$ cat src/rtl/hh_pkg.sv
// Shared types and helpers for the Hodgkin-Huxley neuron array.
//   gate_t   : Q0.8 unsigned gating variable (m, h, n)
//   state_t  : step sequencer states
//   wide_t   : internal signed working width for the voltage/current datapath
//   helpers  : gate product, gate clamp/relaxation, voltage saturation,
//              refractory counter width
package hh_pkg;

    typedef logic [7:0] gate_t;

    typedef enum logic [1:0] {IDLE, CALC, DONE} state_t;

    // Wide enough that no intermediate product or sum can wrap for W <= 36.
    localparam int XW = 48;
    typedef logic signed [XW-1:0] wide_t;

    localparam gate_t M_RST = 8'd13;
    localparam gate_t H_RST = 8'd153;
    localparam gate_t N_RST = 8'd80;

    // Half-activation voltages of the gating curves, in voltage LSBs.
    localparam int VH_M = -640;
    localparam int VH_H = -1040;
    localparam int VH_N = -880;

    function automatic int refr_width(input int refract);
        return (refract < 2) ? 1 : $clog2(refract + 1);
    endfunction

    // (a*b*c*d) >> 24 : conductance from four Q0.8 gates, result Q0.8.
    function automatic gate_t gate_prod4(input gate_t a, input gate_t b,
                                         input gate_t c, input gate_t d);
        logic [31:0] p;
        p = 32'(a) * 32'(b) * 32'(c) * 32'(d);
        return p[31:24];
    endfunction

    function automatic gate_t clamp_gate(input wide_t x);
        if (x < 0)
            return 8'd0;
        else if (x > wide_t'(255))
            return 8'd255;
        else
            return x[7:0];
    endfunction

    // First-order relaxation toward x_inf; the floor shift always moves the
    // value toward x_inf, so the result stays inside 0..255.
    function automatic gate_t gate_step(input gate_t x, input gate_t xinf,
                                        input int tau);
        logic signed [9:0] d;
        logic signed [9:0] s;
        d = $signed({2'b00, xinf}) - $signed({2'b00, x});
        s = $signed({2'b00, x}) + (d >>> tau);
        return s[7:0];
    endfunction

    // Clamp to the signed range of a w-bit voltage.
    function automatic wide_t sat_v(input wide_t x, input int w);
        wide_t hi;
        wide_t lo;
        hi = (wide_t'(1) <<< (w - 1)) - wide_t'(1);
        lo = -hi - wide_t'(1);
        if (x > hi)
            return hi;
        else if (x < lo)
            return lo;
        else
            return x;
    endfunction

endpackage

$ cat src/rtl/hh_channel_dp.sv
// Combinational single-channel update: one Euler step of membrane voltage,
// gating relaxation and refractory handling, all from the old state.
//   i_v/i_m/i_h/i_n/i_refr : current channel state
//   i_stim                 : signed stimulus current for this step
//   o_v/o_m/o_h/o_n/o_refr : next channel state
//   o_spike                : threshold crossing in this step
module hh_channel_dp
    import hh_pkg::*;
#(
    parameter int W         = 16,
    parameter int FRAC      = 4,
    parameter int V_RESET   = -1120,
    parameter int THRESH    = 0,
    parameter int E_NA      = 800,
    parameter int E_K       = -1232,
    parameter int E_L       = -1040,
    parameter int SH_NA     = 0,
    parameter int SH_K      = 1,
    parameter int SH_L      = 3,
    parameter int DT_SHIFT  = 2,
    parameter int TAU_SHIFT = 2,
    parameter int REFRACT   = 3,
    parameter int RW        = 2
) (
    input  logic signed [W-1:0]  i_v,
    input  gate_t                i_m,
    input  gate_t                i_h,
    input  gate_t                i_n,
    input  logic [RW-1:0]        i_refr,
    input  logic signed [W-1:0]  i_stim,
    output logic signed [W-1:0]  o_v,
    output gate_t                o_m,
    output gate_t                o_h,
    output gate_t                o_n,
    output logic [RW-1:0]        o_refr,
    output logic                 o_spike
);

    wide_t w_v, w_gna, w_gk, w_ina, w_ik, w_il, w_i, w_vc;
    wide_t w_dm, w_dh, w_dn;

    assign w_v   = XW'(i_v);
    assign w_gna = XW'($signed({1'b0, gate_prod4(i_m, i_m, i_m, i_h)}));
    assign w_gk  = XW'($signed({1'b0, gate_prod4(i_n, i_n, i_n, i_n)}));

    assign w_ina = (w_gna * (w_v - XW'(E_NA))) >>> (8 + SH_NA);
    assign w_ik  = (w_gk  * (w_v - XW'(E_K)))  >>> (8 + SH_K);
    assign w_il  = (w_v - XW'(E_L)) >>> SH_L;
    assign w_i   = XW'(i_stim) - w_ina - w_ik - w_il;
    assign w_vc  = sat_v(w_v + (w_i >>> DT_SHIFT), W);

    // Steady-state gate targets: 4 Q0.8 counts per mV away from the midpoint.
    assign w_dm = (w_v - XW'(VH_M)) >>> FRAC;
    assign w_dh = (w_v - XW'(VH_H)) >>> FRAC;
    assign w_dn = (w_v - XW'(VH_N)) >>> FRAC;

    assign o_m = gate_step(i_m, clamp_gate(XW'(128) + (w_dm <<< 2)), TAU_SHIFT);
    assign o_h = gate_step(i_h, clamp_gate(XW'(128) - (w_dh <<< 2)), TAU_SHIFT);
    assign o_n = gate_step(i_n, clamp_gate(XW'(128) + (w_dn <<< 2)), TAU_SHIFT);

    always_comb begin
        o_v     = $signed(w_vc[W-1:0]);
        o_refr  = i_refr;
        o_spike = 1'b0;
        if (i_refr != '0) begin
            // Clamped during refractory; gating keeps evolving regardless.
            o_v    = W'(V_RESET);
            o_refr = i_refr - RW'(1);
        end else if (w_vc >= XW'(THRESH)) begin
            o_spike = 1'b1;
            o_v     = W'(V_RESET);
            o_refr  = RW'(REFRACT);
        end
    end

endmodule

$ cat src/rtl/hh_neuron_array.sv
// Time-multiplexed array of N_CH Hodgkin-Huxley neurons sharing one update
// datapath. An accepted step walks channels 0..N_CH-1 one per cycle, then
// publishes the spike vector with a one-cycle done pulse.
//   clk, rst_n  : clock, synchronous active-low reset
//   step_valid  : request one time step (ignored while busy)
//   step_ready  : high only when idle
//   stim_flat   : per-channel signed stimulus, ch0 in LSBs, captured on accept
//   done        : one-cycle pulse, N_CH+1 cycles after accept
//   spike       : per-channel spike flags of the last completed step
//   v_flat      : stored channel voltages, ch0 in LSBs
module hh_neuron_array
    import hh_pkg::*;
#(
    parameter int N_CH      = 4,
    parameter int W         = 16,
    parameter int FRAC      = 4,
    parameter int V_REST    = -1040,
    parameter int V_RESET   = -1120,
    parameter int THRESH    = 0,
    parameter int E_NA      = 800,
    parameter int E_K       = -1232,
    parameter int E_L       = -1040,
    parameter int SH_NA     = 0,
    parameter int SH_K      = 1,
    parameter int SH_L      = 3,
    parameter int DT_SHIFT  = 2,
    parameter int TAU_SHIFT = 2,
    parameter int REFRACT   = 3
) (
    input  logic                 clk,
    input  logic                 rst_n,
    input  logic                 step_valid,
    output logic                 step_ready,
    input  logic [N_CH*W-1:0]    stim_flat,
    output logic                 done,
    output logic [N_CH-1:0]      spike,
    output logic [N_CH*W-1:0]    v_flat
);

    localparam int RW = refr_width(REFRACT);
    localparam int IW = (N_CH > 1) ? $clog2(N_CH) : 1;

    state_t              r_state, w_state_nxt;
    logic [IW-1:0]       r_idx;
    logic signed [W-1:0] r_v [N_CH];
    gate_t               r_m [N_CH];
    gate_t               r_h [N_CH];
    gate_t               r_n [N_CH];
    logic [RW-1:0]       r_refr [N_CH];
    logic [N_CH*W-1:0]   r_stim;
    logic [N_CH-1:0]     r_spk_acc;
    logic [N_CH-1:0]     r_spike;
    logic                r_done;

    logic signed [W-1:0] w_v_nxt;
    gate_t               w_m_nxt, w_h_nxt, w_n_nxt;
    logic [RW-1:0]       w_refr_nxt;
    logic                w_spike;

    hh_channel_dp #(
        .W(W), .FRAC(FRAC), .V_RESET(V_RESET), .THRESH(THRESH),
        .E_NA(E_NA), .E_K(E_K), .E_L(E_L),
        .SH_NA(SH_NA), .SH_K(SH_K), .SH_L(SH_L),
        .DT_SHIFT(DT_SHIFT), .TAU_SHIFT(TAU_SHIFT),
        .REFRACT(REFRACT), .RW(RW)
    ) u_dp (
        .i_v    (r_v[r_idx]),
        .i_m    (r_m[r_idx]),
        .i_h    (r_h[r_idx]),
        .i_n    (r_n[r_idx]),
        .i_refr (r_refr[r_idx]),
        .i_stim ($signed(r_stim[r_idx*W +: W])),
        .o_v    (w_v_nxt),
        .o_m    (w_m_nxt),
        .o_h    (w_h_nxt),
        .o_n    (w_n_nxt),
        .o_refr (w_refr_nxt),
        .o_spike(w_spike)
    );

    always_comb begin
        w_state_nxt = r_state;
        case (r_state)
            IDLE:    if (step_valid) w_state_nxt = CALC;
            CALC:    if (r_idx == IW'(N_CH - 1)) w_state_nxt = DONE;
            DONE:    w_state_nxt = IDLE;
            default: w_state_nxt = IDLE;
        endcase
    end

    always_ff @(posedge clk) begin
        if (!rst_n) begin
            r_state   <= IDLE;
            r_idx     <= '0;
            r_stim    <= '0;
            r_spk_acc <= '0;
            r_spike   <= '0;
            r_done    <= 1'b0;
            for (int c = 0; c < N_CH; c++) begin
                r_v[c]    <= W'(V_REST);
                r_m[c]    <= M_RST;
                r_h[c]    <= H_RST;
                r_n[c]    <= N_RST;
                r_refr[c] <= '0;
            end
        end else begin
            r_state <= w_state_nxt;
            // Registered so the pulse lands together with the new spike vector.
            r_done  <= (r_state == DONE);
            case (r_state)
                IDLE: if (step_valid) begin
                    r_stim <= stim_flat;
                    r_idx  <= '0;
                end
                CALC: begin
                    r_v[r_idx]       <= w_v_nxt;
                    r_m[r_idx]       <= w_m_nxt;
                    r_h[r_idx]       <= w_h_nxt;
                    r_n[r_idx]       <= w_n_nxt;
                    r_refr[r_idx]    <= w_refr_nxt;
                    r_spk_acc[r_idx] <= w_spike;
                    r_idx            <= r_idx + IW'(1);
                end
                DONE:    r_spike <= r_spk_acc;
                default: ;
            endcase
        end
    end

    for (genvar c = 0; c < N_CH; c++) begin : g_vout
        assign v_flat[c*W +: W] = r_v[c];
    end

    assign step_ready = (r_state == IDLE);
    assign done       = r_done;
    assign spike      = r_spike;

endmodule
$ cat config.mk
export PLATFORM = sky130hd
export DESIGN_NAME = hh_neuron_array
export DESIGN_NICKNAME = d
export VERILOG_FILES = /design/src/rtl/hh_pkg.sv /design/src/rtl/hh_channel_dp.sv /design/src/rtl/hh_neuron_array.sv
export SDC_FILE = /design/constraint.sdc
export NUM_CORES = 2
export LEC_CHECK = 0
export ABC_AREA = 1
export BUFFER_PORTS_ARGS = -buffer_cell sky130_fd_sc_hd__buf_2
export CAP_MARGIN = 20
export CORE_ASPECT_RATIO = 1.1
export CORE_MARGIN = 4
export CORE_UTILIZATION = 48
export CTS_CLUSTER_DIAMETER = 200
export DETAILED_ROUTE_END_ITERATION = 12
export PLACE_DENSITY_LB_ADDON = 0.2
export SETUP_SLACK_MARGIN = 0.2
export SKIP_LAST_GASP = 1
export SYNTH_ARGS = -nofsm -noshare
export SYNTH_HDL_FRONTEND = slang
export SYNTH_SLANG_ARGS = --single-unit
$ cat constraint.sdc
create_clock -name clk -period 39.9 [get_ports clk]
set_clock_uncertainty 0.05 [all_clocks]
set_input_delay 3.99 -clock clk [delete_from_list [all_inputs] [get_ports clk]]
set_output_delay 3.99 -clock clk [all_outputs]
set_load 0.05 [all_outputs]
==> qor.txt <==
status: complete, no violations
Cell Area, Synth: 0.0496 mm²
post-synthesis mux area share: 0%
Post-CTS Hold Buffers: 0
row count: 123
Mapped Cells: 6,598
drt wl/cell: 17.8 µm
area delta synth->final: 5.78%
ys async rst share: 0%
dominant synthesized flop cell: edfxtp_1
CTS tree: built
Sink Count: 247
RSZ-0062 raised after global routing: false
Crit path max-delay family: adder cells
initial core utilization: 48.4%
antenna violations before repair: 1
fmax: 36.5 MHz
H-tree depth: 1
Crit Path Class: flip-flop to flip-flop
Syn Area/Cell: 7.52 µm²
#FFs+latches synth: 247
vias per inst: 5.30
share of the synthesized area in the top cell type: 28.3%
minimum clock period: 27,390 ps
Seq/Total Area, Yosys: 13.3%
Ys Warns: 0
Clock Latency Late Sink: 560 ps
Vias: 42,500
worst-path fanout max: 70
Max Slew Vio Count: 0
Min-Delay Path Class: flip-flop to flip-flop
Crit path depth: 110
Longest Clk Path Bufs: 3
reg2reg end: r_v[2][5]
HPWL Detailed: 116,000 µm
IO Pins: 137
Post-Synth XOR/XNOR Area: 3.68%
nets@finish: 7,876
final RePlAce weighted congestion: 0.969
Distinct cells, synth: 72
Post-Synth Simple-Gate Area: 22.6%
final WL: 143,000 µm
largest cells by area after synthesis: fa_1 (28%), ha_1 (12%), edfxtp_1 (10%)
critical path endpoint: r_v[2][5]
Port Buffer Count: 136
Rel. slew slack: 30.8%
largest family of logic cells by synthesized area: adder cells
R2R depth: 110
GRT overflow: 0
Design Area, Final: 0.0525 mm²
max_cap viols: 0
largest area contributor in the netlist: fa_1
TNS Setup: 0 ps
R2R Setup Slk: 12,510 ps
crit path buf inv count: 18
Critical-path top delay cell: o21ai_2
die width: 315 µm
nature of the critical path startpoint: flip-flop
vias in the first global route: 44,100
largest net degree at the start of global routing: 79
Total GRT Usage: 26.8%
Post-CTS Setup Bufs: 0
CP peak stage delay: 790 ps
layout cells sized above 1: 6.07%
post-route clock period utilization: 68.7%
Synth Area in Adders: 40.2%
Post-synth EDFFs: 168
hold violation total from the final report: 0
CP required: 40,150 ps
CP Data Arrival Time: 27,640 ps
Synth Area in Compound Gates: 8.24%
CTS clk-pin slew, worst paths: 60 ps
CP Capture Type: flip-flop
Die ar.: 0.109 mm²
setup violators final: 0
drc violations: 0
Hold Slack: 428 ps
worst slew pin tran: 1040 ps
Die Ht: 345 µm
initial DRC count: 2,907
Core Region: 0.102 mm²
First-pass DRT Iterations: 6
CTS Root Cell: clkbuf_16
first-pass GRT wire length: 234,000 µm
DP Area: 0.0516 mm²
Num CTS Buffers: 27
number of nets with antenna violations after routing: 0
Gates resized, CTS repair: 0
-- sequential cells by signal (all words and copies together) (netlist names), 4 cells and up, named ones only --
register / cells
spike: 4
r_stim: 64
r_n: 32
r_h: 32
r_m: 32
r_refr: 8
r_spk_acc: 4
r_v: 64
-- cell usage after synthesis, types with 20 or more instances --
| cell | n |
|---|---|
| o21ai_0 | 243 |
| xnor2_1 | 69 |
| dfxtp_1 | 79 |
| nand4_1 | 36 |
| fa_1 | 701 |
| xor2_1 | 122 |
| edfxtp_1 | 168 |
| a21oi_1 | 313 |
| inv_1 | 1322 |
| nand3_1 | 197 |
| clkbuf_1 | 121 |
| o21bai_1 | 20 |
| nor3_1 | 36 |
| nand2_2 | 49 |
| or2_2 | 33 |
| ha_1 | 475 |
| nor2_1 | 1049 |
| nand2_1 | 1250 |
-- cell families (layout without fill, tap and decap cells) --
family	Yosys count	count (layout)
and+or+nand+nor	2735	2735
other	1	4
xor gates and xnor gates	199	199
DFF	247	247
adders and majority gates	1176	1176
buffers and inverters	1520	1574
AOI/OAI and AO/OA	720	720
-- per-layer routing --
layer | wire length (µm) | part of all wire, % | global-route usage (%) | vias to the layer above
met5 | 0 | 0 | 0 | -
met4 | 6720 | 4.7 | 10.3 | 0
met3 | 7580 | 5.3 | 2.91 | 318
met2 | 72100 | 50 | 48.1 | 1289
met1 | 56500 | 40 | 32.8 | 20600
li1 | - | - | - | 20300
-- cells in the final DEF, fill, tap and decap left out, types with 17 or more instances in the layout --
cell type and n:
inv_1 1321, nand2_1 1247, nor2_1 1046, fa_1 701, ha_1 475, a21oi_1 313
o21ai_0 243, nand3_1 197, edfxtp_1 168, buf_2 136, xor2_1 122, dfxtp_1 77
xnor2_1 69, nand2_2 52, buf_4 39, nor3_1 36, nand4_1 36, or2_2 33
clkbuf_16 28, o21bai_1 20, nor2_2 19, o21ai_1 17, inv_2 17, nor4_1 17
a32o_1 17
-- metrics by stage --
stage	setup slack [ps]	std cells	utilization, %
floorplan	16700	6599	-
global placement	12960	7977	50.3
detailed placement	12660	7978	50.3
CTS	12590	8027	51.2
global route	10230	8028	51.2
finish	12510	8030	51.2
-- layout make-up --
class | count | area [µm²]
Antenna cell | 2 | 5.00
Clock buffer | 33 | 739
Clock inverter | 16 | 140
Fill cell | 10300 | 50000
Inverter | 1348 | 5070
Multi-Input combinational cell | 4832 | 37200
Sequential cell | 247 | 6630
Tap cell | 1375 | 1720
Timing Repair Buffer | 177 | 1020
-- worst register-to-register path, delay by kind of cell, from the launching register on --
family                     cells  cell delay [ps]
adders and majority gates     25            11670
and+or+nand+nor               42             6120
AOI/OAI and AO/OA             21             5130
buffers and inverters         18             2420
xor gates and xnor gates       4             1220
DFF                            1              510
-- worst min path at each step --
stage          cells after the start         end  slack (ps)  startpoint
2_1_floorplan                      2  r_stim[63]         410  r_stim[63]
3_3_place_gp                       2  r_stim[40]         410  r_stim[40]
3_5_place_dp                       2  r_stim[20]         420  r_stim[20]
4_1_cts                            2  r_stim[20]         430  r_stim[20]
5_1_grt                            2  r_stim[31]         460  r_stim[31]
6_report                           2  r_stim[20]         430  r_stim[20]
Power is not shown: default switching activity piles up to over one toggle a cycle in this logic, so the estimate is an artifact.
